==> config.mk <==
export PLATFORM = sky130hd
export DESIGN_NAME = seg_display_mux
export DESIGN_NICKNAME = d
export VERILOG_FILES = /design/src/rtl/seg_display_mux.sv
export SDC_FILE = /design/constraint.sdc
export NUM_CORES = 1
export LEC_CHECK = 0
export ABC_AREA = 1
export CORE_UTILIZATION = 35
export CTS_BUF_LIST = sky130_fd_sc_hd__clkbuf_4 sky130_fd_sc_hd__clkbuf_8
export CTS_CLUSTER_SIZE = 10
export DETAILED_ROUTE_END_ITERATION = 8
export GPL_TIMING_DRIVEN = 0
export SYNTH_ARGS = -nofsm -noshare
export SYNTH_HDL_FRONTEND = slang
export SYNTH_SLANG_ARGS = --single-unit
==> constraint.sdc <==
create_clock -name clk -period 2.7 [get_ports clk]
set_clock_uncertainty 0.05 [all_clocks]
set_input_delay 0.405 -clock clk [delete_from_list [all_inputs] [get_ports clk]]
set_output_delay 0.405 -clock clk [all_outputs]
set_load 0.01 [all_outputs]
==> src/rtl/seg_display_mux.sv <==
// Multiplexed N-digit seven-segment controller: captures a value, converts it to hex or
// (via sequential double-dabble) decimal, then scans the digits onto one segment bus.
module seg_display_mux #(
  parameter int unsigned DATA_W         = 8,
  parameter int unsigned DIGITS         = 3,
  parameter int unsigned REFRESH_DIV    = 1024,
  parameter bit          SEG_ACTIVE_LOW = 1'b0
) (
  input  logic              clk,
  input  logic              rst,
  input  logic [DATA_W-1:0] value_in,
  input  logic              load,
  input  logic              hex_mode,
  input  logic              signed_mode,
  output logic              busy,
  output logic              overflow,
  output logic [6:0]        seg_out,
  output logic              dp_out,
  output logic [DIGITS-1:0] digit_sel
);

  // Decimal digits needed to hold 2^w-1.
  function automatic int unsigned dec_digits(input int unsigned w);
    longint unsigned max_v;
    longint unsigned lim;
    int unsigned     n;
    max_v = (longint'(1) << w) - 1;
    lim   = 10;
    n     = 1;
    for (int i = 0; i < 20; i++) begin
      if (lim <= max_v) begin
        n   = n + 1;
        lim = lim * 10;
      end
    end
    return n;
  endfunction

  function automatic logic [6:0] seg_of(input logic [3:0] d);
    logic [6:0] s;
    case (d)
      4'h0: s = 7'h3F;
      4'h1: s = 7'h06;
      4'h2: s = 7'h5B;
      4'h3: s = 7'h4F;
      4'h4: s = 7'h66;
      4'h5: s = 7'h6D;
      4'h6: s = 7'h7D;
      4'h7: s = 7'h07;
      4'h8: s = 7'h7F;
      4'h9: s = 7'h6F;
      4'hA: s = 7'h77;
      4'hB: s = 7'h7C;
      4'hC: s = 7'h39;
      4'hD: s = 7'h5E;
      4'hE: s = 7'h79;
      default: s = 7'h71;
    endcase
    return s;
  endfunction

  localparam int unsigned BcdD = dec_digits(DATA_W);
  localparam int unsigned NB   = (BcdD > DIGITS) ? BcdD : DIGITS;
  localparam int unsigned CW   = (DATA_W > 1) ? $clog2(DATA_W) : 1;
  localparam int unsigned RW   = $clog2(REFRESH_DIV);
  localparam int unsigned IW   = (DIGITS > 1) ? $clog2(DIGITS) : 1;
  localparam int unsigned EW   = DATA_W + 4 * DIGITS;
  localparam logic [6:0]  Dash = 7'h40;

  typedef enum logic [1:0] {StIdle, StConv, StCommit} state_e;

  state_e                   state_q, state_d;
  logic [DATA_W-1:0]        val_q, val_d;
  logic                     hex_q, hex_d;
  logic                     neg_q, neg_d;
  logic [DATA_W-1:0]        sh_q, sh_d;
  logic [4*NB-1:0]          bcd_q, bcd_d;
  logic [CW-1:0]            cnt_q, cnt_d;
  logic [DIGITS-1:0][6:0]   disp_q, disp_d;
  logic                     ovf_q, ovf_d;
  logic [RW-1:0]            ref_q, ref_d;
  logic [IW-1:0]            idx_q, idx_d;
  logic [6:0]               seg_q, seg_d;

  logic [DATA_W:0]          mag_full;
  logic                     unused_mag_msb;
  logic [4*NB-1:0]          bcd_adj;
  logic [DIGITS-1:0][6:0]   new_disp;
  logic                     new_ovf;
  logic [EW-1:0]            vext;
  int unsigned              msd;

  // Negation at DATA_W+1 bits keeps the most negative value exact.
  always_comb begin
    mag_full = {1'b0, value_in};
    if (!hex_mode && signed_mode && value_in[DATA_W-1]) begin
      mag_full = (~{value_in[DATA_W-1], value_in}) + (DATA_W + 1)'(1);
    end
  end
  assign unused_mag_msb = mag_full[DATA_W];

  always_comb begin
    bcd_adj = bcd_q;
    for (int unsigned k = 0; k < NB; k++) begin
      if (bcd_q[4*k +: 4] >= 4'd5) begin
        bcd_adj[4*k +: 4] = bcd_q[4*k +: 4] + 4'd3;
      end
    end
  end

  // Display image computed from the finished conversion; used only in StCommit.
  always_comb begin
    new_disp = '0;
    new_ovf  = 1'b0;
    msd      = 0;
    vext     = EW'(val_q);
    if (hex_q) begin
      new_ovf = |(vext >> (4 * DIGITS));
      for (int unsigned k = 0; k < DIGITS; k++) begin
        new_disp[k] = seg_of(vext[4*k +: 4]);
      end
    end else begin
      for (int unsigned k = 0; k < NB; k++) begin
        if (bcd_q[4*k +: 4] != 4'd0) begin
          msd = k;
          if (k >= DIGITS) new_ovf = 1'b1;
          if (neg_q && (k >= DIGITS - 1)) new_ovf = 1'b1;
        end
      end
      for (int unsigned k = 0; k < DIGITS; k++) begin
        if (k <= msd) begin
          new_disp[k] = seg_of(bcd_q[4*k +: 4]);
        end else if (neg_q && (k == msd + 1)) begin
          new_disp[k] = Dash;
        end
      end
    end
    if (new_ovf) begin
      for (int unsigned k = 0; k < DIGITS; k++) new_disp[k] = Dash;
    end
  end

  always_comb begin
    state_d = state_q;
    val_d   = val_q;
    hex_d   = hex_q;
    neg_d   = neg_q;
    sh_d    = sh_q;
    bcd_d   = bcd_q;
    cnt_d   = cnt_q;
    disp_d  = disp_q;
    ovf_d   = ovf_q;
    unique case (state_q)
      StIdle: begin
        if (load) begin
          val_d   = value_in;
          hex_d   = hex_mode;
          neg_d   = !hex_mode && signed_mode && value_in[DATA_W-1];
          sh_d    = mag_full[DATA_W-1:0];
          bcd_d   = '0;
          cnt_d   = '0;
          state_d = hex_mode ? StCommit : StConv;
        end
      end
      StConv: begin
        {bcd_d, sh_d} = {bcd_adj, sh_q} << 1;
        cnt_d         = cnt_q + CW'(1);
        if (cnt_q == CW'(DATA_W - 1)) state_d = StCommit;
      end
      StCommit: begin
        disp_d  = new_disp;
        ovf_d   = new_ovf;
        state_d = StIdle;
      end
      default: state_d = StIdle;
    endcase
  end

  // Scan timing is free-running; seg tracks the next selected digit of the next image.
  always_comb begin
    ref_d = ref_q + RW'(1);
    idx_d = idx_q;
    if (ref_q == RW'(REFRESH_DIV - 1)) begin
      ref_d = '0;
      idx_d = (idx_q == IW'(DIGITS - 1)) ? '0 : idx_q + IW'(1);
    end
    seg_d = '0;
    for (int unsigned k = 0; k < DIGITS; k++) begin
      if (idx_d == IW'(k)) seg_d = disp_d[k];
    end
  end

  always_ff @(posedge clk) begin
    if (rst) begin
      state_q <= StIdle;
      val_q   <= '0;
      hex_q   <= 1'b0;
      neg_q   <= 1'b0;
      sh_q    <= '0;
      bcd_q   <= '0;
      cnt_q   <= '0;
      disp_q  <= '0;
      ovf_q   <= 1'b0;
      ref_q   <= '0;
      idx_q   <= '0;
      seg_q   <= '0;
    end else begin
      state_q <= state_d;
      val_q   <= val_d;
      hex_q   <= hex_d;
      neg_q   <= neg_d;
      sh_q    <= sh_d;
      bcd_q   <= bcd_d;
      cnt_q   <= cnt_d;
      disp_q  <= disp_d;
      ovf_q   <= ovf_d;
      ref_q   <= ref_d;
      idx_q   <= idx_d;
      seg_q   <= seg_d;
    end
  end

  always_comb begin
    digit_sel = '0;
    for (int unsigned k = 0; k < DIGITS; k++) begin
      if (idx_q == IW'(k)) digit_sel[k] = 1'b1;
    end
  end

  assign busy     = (state_q != StIdle);
  assign overflow = ovf_q;
  assign seg_out  = SEG_ACTIVE_LOW ? ~seg_q : seg_q;
  assign dp_out   = SEG_ACTIVE_LOW;

endmodule

Word level (Yosys, flattened, before mapping) --
Memories as Yosys holds them, arrays and structs flattened. A register that Yosys moved wholly into a read port is not among the register bits. Cells that the tools add are included. Widths: inputs -> output; s select.
Word-level totals: register bits 76, bits in read-only memories 560, bits of input ports 13, word-level logic and storage cells 111, memories 5
Memory list:
- (no name shown) | words 16, width 7, read ports 1, clocked after memory_dff 1, wr ports 0, line 41 | case (d)
- (no name shown) | words 16, width 7, read ports 1, clocked after memory_dff 1, wr ports 0, line 41
- (no name shown) | words 16, width 7, read ports 1, clocked after memory_dff 1, wr ports 0, line 41
- (no name shown) | words 16, width 7, read ports 1, clocked after memory_dff 1, wr ports 0, line 41
- (no name shown) | words 16, width 7, read ports 1, clocked after memory_dff 1, wr ports 0, line 41
Cells by class: add/subtract/negate cells 8, magnitude comparators 6, equal/unequal tests 12, muxes and demuxes 47, bitwise logic cells 1, reductions and logical operators 18
Operators by type and width (count):
- $le 1x32->1 const A | 2
- $mux 32 | 2
- $mux 21 | 3
- $mux 7 | 9
- $mux 4 | 12
- $add 32x1->32 const B | 1
- $eq 1x32->1 const A | 1
- $eq 2x32->1 const A | 1
- $le 2x32->1 const A | 1
- $logic_not 32->1 | 1
- $pmux 12 s2 | 1
- $mux 8 | 2
- $pmux 8 s2 | 1
- $ge 4x3->1 const B | 3
- $mux 12 | 1
- $add 10x1->10 const B | 1
- $eq 10x10->1 const B | 1
- $mux 2 | 5
- $add 4x2->4 const B | 2
- $add 8x1->8 const B | 1
- $not 8->8 | 1
- $reduce_bool 4->1 | 2
- $mux 1 | 7
- $eq 2x1->1 const B | 3
- other kinds (15) | 28

Depth between registers and ports, before layout --
Gate-level depths: netlist (run 1).
word-level depth 15, depth in mapped cells 16, gate-level depth less buffers 16

Worst setup path before layout (run 1) --
No wires, ideal clock.
path type input-to-reg, start point in rst, end point reg (tool-made name), data arrival time 1907 ps, slack 629 ps, cell stages on the path 12, cells stage by stage buf_2 inv_2 buf_2 buf_1 nand2_1 inv_1 ha_1 inv_1 nand3_1 nand2_1 nor2_1 nor2_1
RTL lines:
- start, declared | line 10 | input logic rst,

==> results.py, run 1 <==
metrics = {
    "clock_network": {
        "postCtsHoldBufs": 0,
        "clockBufferDepth": 2,
        "cts_buffers": 9,
        "clk_latency_ns": 0.39,
        "cts_tree": "built",
        "post_cts_resized": 0,
        "cts_htree_levels": 3,
        "cts_setup_buffers": 0,
        "path_clk_slew_ns": 0.11,
        "cts_root_buf": "clkbuf_8",
        "cts_sinks": 111,
    },
    "critical_path": {
        "rr_worst_depth": 13,
        "critPathMaxFanout": 10,
        "critPathRequiredTime_ns": 2.94,
        "criticalPathCategory": "reg -> reg",
        "rrSetupSlack_ns": 0.23,
        "regToRegStartpoint": "state_q[0]$_SDFFE_PP0P_",
        "end_kind": "flip-flop",
        "arrival_ns": 2.71,
        "start_kind": "flip-flop",
    },
    "timing": {
        "hold_viol": 0,
        "fin_crit_sh_pct": 91.43,
        "fin_crit_ns": 2.469,
        "worst_pin_slew_ns": 0.6740,
        "slew_headroom_pct": 55.07,
        "rsz0062_at_grt": "false",
        "fmax_mhz": 405.1,
        "setup_violations": 0,
        "drv_slew": 0,
    },
    "synthesis": {
        "ys_seq_area_share_pct": 38.45,
        "synth.avg_cell_area_sq_um": 7.022,
        "netlist_instances": 823,
        "ys.flop_type": "dfxtp_1",
        "synth_edf_count": 0,
        "yosysTopAreaCellShare_pct": 38.45,
        "yosys_warnings": 0,
        "syn_area_sq_mm": 0.005779,
        "synth.ff_latch_count": 111,
        "synth_top_cells_by_area": "dfxtp_1 38%, nand2_1 15%, ha_1 10%",
        "yosysMostFrequentCell": "nand2_1",
        "yosys-top-cells-count": "236 x nand2_1, 111 x dfxtp_1, 85 x inv_1",
        "syn_nets": 882,
        "synth_cell_types": 40,
        "async_flop_share_pct": 0,
        "yosysTopAreaCell": "dfxtp_1",
    },
    "final_layout": {
        "multi_input_area_sq_mm": 0.003108,
        "nNetsFinal": 916,
        "seq_area_sq_mm": 0.002222,
        "n_antenna_cell": 0,
        "layout-drive-gt1-share_pct": 6.729,
        "fillCellCount": 1727,
        "final_cells": 1078,
        "fin_util_pct": 40.43,
        "syn_to_final_growth_pct": 11.93,
    },
    "power": {
        "vdd_drop_max_mv": 0.2849,
        "p_leak_nw": 3.039,
        "power_w": 0.003209,
        "p_per_area_mw_per_mm2": 496.1,
    },
    "floorplan": {
        "die_h_um": 130.5,
        "rows": 46,
        "die_w_um": 130.5,
        "die_area_sq_mm": 0.01703,
        "top_level_ports": 26,
        "start_util_pct": 36.12,
        "core_area_sq_mm": 0.01600,
    },
    "global_route": {
        "first_global_vias": 4578,
        "overflow": 0,
        "antenna_found_initial": 0,
        "grt_usage_pct": 17.56,
        "grt_pass1_wl_mm": 22.89,
        "grt_start_max_net_pins": 20,
    },
    "run": {
        "maxCapViolations": 0,
    },
    "min_path": {
        "min_path_cells": 2,
        "hold_class": "in -> reg",
        "hold_end": "disp_q[0]$_SDFF_PP0_",
        "hp-start": "rst",
    },
    "routing": {
        "viasPerCell": 4.709,
        "ant_nets": 0,
        "finalWirelength_mm": 13.87,
        "num_vias": 5076,
        "wire_per_inst_um": 12.86,
        "drt-initial-drc-count": 201,
        "drc": 0,
        "firstDrtPassIters": 5,
    },
    "place": {
        "portBuffers": 23,
        "hpwl_mm": 10.50,
        "dpl.cell_count": 1062,
        "gp_congestion": 0.8581,
    },
    "outcome": {
        "outcome": "completed",
    },
}
-- metal layers --
layer | global-route usage (%) | vias to the layer above | share of wire (%)
li1 | - | 2705 | -
met1 | 22.98 | 2250 | 50
met2 | 28.23 | 99 | 45
met3 | 3.990 | 22 | 3.9
met4 | 6.356 | 0 | 2.0
met5 | 0 | - | 0
-- cells in the final DEF (no fill, tap or decap), types with 5 or more instances in the layout --
master           count
a21oi_1             43
buf_2                8
clkbuf_1             5
clkbuf_8            10
clkdlybuf4s50_1     23
dfxtp_1            111
ha_1                46
inv_1               85
inv_2               11
mux2i_1              5
nand2_1            236
nand3_1             76
nand3b_1             5
nand4_1              8
nor2_1              77
nor3_1               6
o21ai_0             41
o21ai_1              8
o22ai_1              5
-- critical path, cell delays in order, from the launching register on --
cell and delay (ns):
dfxtp_1 0.46, inv_2 0.14, nor2_4 0.24, buf_2 0.31
nand2_1 0.08, o21ai_1 0.20, nand2_1 0.19, inv_1 0.18
ha_1 0.22, inv_1 0.05, nand3_1 0.07, nand2_1 0.06
nor2_1 0.10, nor2_1 0.05
-- power breakdown --
part	leakage, nW	switching, W	internal [W]
clock	0.0987	0.000609	0.000375
sequential	0.906	0.0000444	0.00173
combinational	2.03	0.000291	0.000157
total	3.04	0.000944	0.00226
-- how the worst max path moves through the flow --
stage                                 start        end
global placement                       load  flip-flop
floorplan                               rst  flip-flop
finish              state_q[0]$_SDFFE_PP0P_  flip-flop
detailed placement                      rst  flip-flop
CTS                 state_q[0]$_SDFFE_PP0P_  flip-flop
global route        state_q[0]$_SDFFE_PP0P_  flip-flop
-- metrics by stage --
stage / setup TNS [ns] / hold WS, ns / cell area [sq um] / worst slack, ns
6_report: 0 / 0.3853 / 6469 / 0.2313
5_1_grt: 0 / 0.3784 / 6469 / 0.002996
4_1_cts: 0 / 0.3797 / 6469 / 0.2195
3_5_place_dp: -2.199 / 0.3953 / 6280 / -0.1752
3_3_place_gp: -2.604 / 0.3857 / 6280 / -0.2239
2_1_floorplan: 0 / 0.3679 / 5779 / 0.6295
-- logic make-up after synthesis --
kind of cell | after synthesis | share of synthesized area (%)
simple gates | 433 | 32.30
buf+inv | 115 | 7.772
flops | 111 | 38.45
compound gates | 110 | 10.28
fa+ha+maj | 46 | 9.959
mux | 5 | 0.8660
xor+xnor | 2 | 0.3032
other cells | 1 | 0.06489
-- final cells by class --
class	count	area share, %
Clock inverter	6	0.7930
Tap cell	216	4.178
Multi-Input combinational cell	597	48.05
Inverter	96	5.571
Timing Repair Buffer	23	3.559
Clock buffer	10	2.128
Sequential cell	111	34.35
Buffer	19	1.373
Power figures use the tool's default switching activity.
==> run 2, diff against run 1 <==
==> constraint.sdc (replaced) <==
create_clock -name clk -period 2.3 [get_ports clk]
set_clock_uncertainty 0.05 [all_clocks]
set_input_delay 0.345 -clock clk [delete_from_list [all_inputs] [get_ports clk]]
set_output_delay 0.345 -clock clk [all_outputs]
set_load 0.01 [all_outputs]
==> results.py, run 2 (same netlist as run 1, synthesis figures left out) <==
metrics = {
    "power": {
        "p_leak_nw": 3.091,
        "p_per_area_mw_per_mm2": 575.3,
        "vdd_drop_max_mv": 0.3288,
    },
    "timing": {
        "slew_headroom_pct": 54.48,
        "fmax_mhz": 465.7,
        "fin_crit_sh_pct": 93.36,
        "fin_ws_ns": 0.1527,
        "hold-worst-slack_ns": 0.3391,
        "fin_crit_ns": 2.147,
        "drv_slew": 0,
        "hold_viol": 0,
        "setup_violations": 0,
        "worst_pin_slew_ns": 0.6829,
    },
    "floorplan": {
        "top_level_ports": 26,
        "die_h_um": 130.5,
        "start_util_pct": 36.12,
        "die_area_sq_mm": 0.01703,
        "rows": 46,
        "die_w_um": 130.5,
        "core_area_sq_mm": 0.01600,
    },
    "critical_path": {
        "slowest_delay_ns": 0.40,
        "critPathMaxFanout": 8,
        "crit_chain": "inv_2 -> nor2_4 -> buf_4 -> inv_2 -> nor2_1 -> nand3_1 -> a21oi_2 -> inv_1 -> ha_1 -> nand3b_1 -> nand3_1 -> nand2_1",
        "critPathRequiredTime_ns": 2.54,
        "end_kind": "flip-flop",
        "slowest_stage": "dfxtp_4",
        "critPathTopFamily": "simple AND/OR/NAND/NOR gates",
        "criticalPathCategory": "reg -> reg",
        "arrival_ns": 2.39,
        "start_kind": "flip-flop",
        "critPathBufInv": 4,
    },
    "clock_network": {
        "clk_latency_ns": 0.39,
        "cts_root_buf": "clkbuf_8",
        "cts_sinks": 111,
        "cts_htree_levels": 3,
        "cts_tree": "built",
        "cts_buffers": 9,
        "path_clk_slew_ns": 0.11,
        "clockBufferDepth": 2,
    },
    "routing": {
        "drt-initial-drc-count": 236,
        "ant_nets": 0,
        "num_vias": 5095,
        "firstDrtPassIters": 5,
        "viasPerCell": 4.700,
        "drc": 0,
        "finalWirelength_mm": 13.97,
        "wire_per_inst_um": 12.88,
    },
    "outcome": {
        "outcome": "completed",
    },
    "run": {
        "maxCapViolations": 0,
    },
    "global_route": {
        "first_global_vias": 4601,
        "antenna_found_initial": 0,
        "overflow": 0,
        "grt_usage_pct": 17.58,
        "grt_start_max_net_pins": 20,
        "grt_pass1_wl_mm": 22.94,
    },
    "place": {
        "gp_congestion": 0.8581,
        "dp_slack_ns": -0.5152,
        "hpwl_mm": 10.50,
        "portBuffers": 23,
    },
    "final_layout": {
        "layout-drive-gt1-share_pct": 9.677,
        "n_antenna_cell": 0,
        "final_common_cell": "nand2_1",
        "fillCellCount": 1720,
        "fin_util_pct": 41.15,
        "syn_to_final_growth_pct": 13.92,
        "nNetsFinal": 922,
        "most-common-layout-cells": "232 x nand2_1, 107 x dfxtp_1, 84 x inv_1, 75 x nor2_1, 73 x nand3_1",
    },
    "min_path": {
        "hold_class": "in -> reg",
    },
}
run 2: cell types whose count changed in the layout (fill, tap and decap cells not counted), sizes merged:
cell    before  now
buf         14   19
clkbuf      15   16
run 2: path summary, 6_finish.rpt:
kind                                start  depth (start not counted)              endpoint  slack, ns
setup / recovery  state_q[0]$_SDFFE_PP0P_                         12             flip-flop       0.15
hold / removal                        rst                          2  disp_q[0]$_SDFF_PP0_       0.34
setup reg to reg  state_q[0]$_SDFFE_PP0P_                         12             flip-flop       0.15
hold reg to reg       ref_q[0]$_SDFF_PP0_                          1   ref_q[0]$_SDFF_PP0_       0.42
run 2: worst reg2reg max path, stage by stage, from the launching register on:
cell and delay, ns:
dfxtp_4 0.40, inv_2 0.10, nor2_4 0.16, buf_4 0.14, inv_2 0.08, nor2_1 0.11, nand3_1 0.14, a21oi_2 0.22
inv_1 0.09, ha_1 0.27, nand3b_1 0.16, nand3_1 0.10, nand2_1 0.05
run 2: timing repair:
item | in CTS | in global routing
pin swaps | 1 | 2
hold buffers | 0 | 0
buffers inserted | 3 | 3
resized for setup | 5 | 20
setup endpoints to repair | 18 | 28
run 2: metrics by stage:
step	cells	setup TNS [ns]	instance area (sq um)	total power [W]
after floorplan	823	0	5779	0.002467
after global placement	1062	-12.85	6280	0.002654
after detailed placement	1062	-12.20	6280	0.002657
after CTS	1081	0	6506	0.003814
after global routing	1084	-0.008418	6584	0.003992
final	1084	0	6584	0.003788
run 2: area by class of cell:
type                    instances  area (sq um)  area share (%)
clock inverters                 6         51.30          0.7792
plain buffers                  19         95.09           1.444
repair buffers                 29         275.3           4.181
multi-input cells             597          3164           48.06
inverters                      96         360.3           5.473
well taps                     216         270.3           4.105
flip-flops and latches        111          2230           33.87
clock buffers                  10         137.6           2.090
run 2: where the power goes:
group | switching, W | leakage [nW] | internal (W)
sequential | 0.0000527 | 0.909 | 0.00203
combinational | 0.000350 | 2.08 | 0.000198
clock | 0.000713 | 0.0987 | 0.000440
total | 0.00112 | 3.09 | 0.00267
run 2: routing by layer:
layer | vias up | global-route usage [%] | wire length (um)
met5 | - | 0 | 0
met4 | 0 | 6.626 | 332
met3 | 26 | 4.031 | 522
met2 | 90 | 28.23 | 6182
met1 | 2265 | 22.93 | 6928
li1 | 2714 | - | -
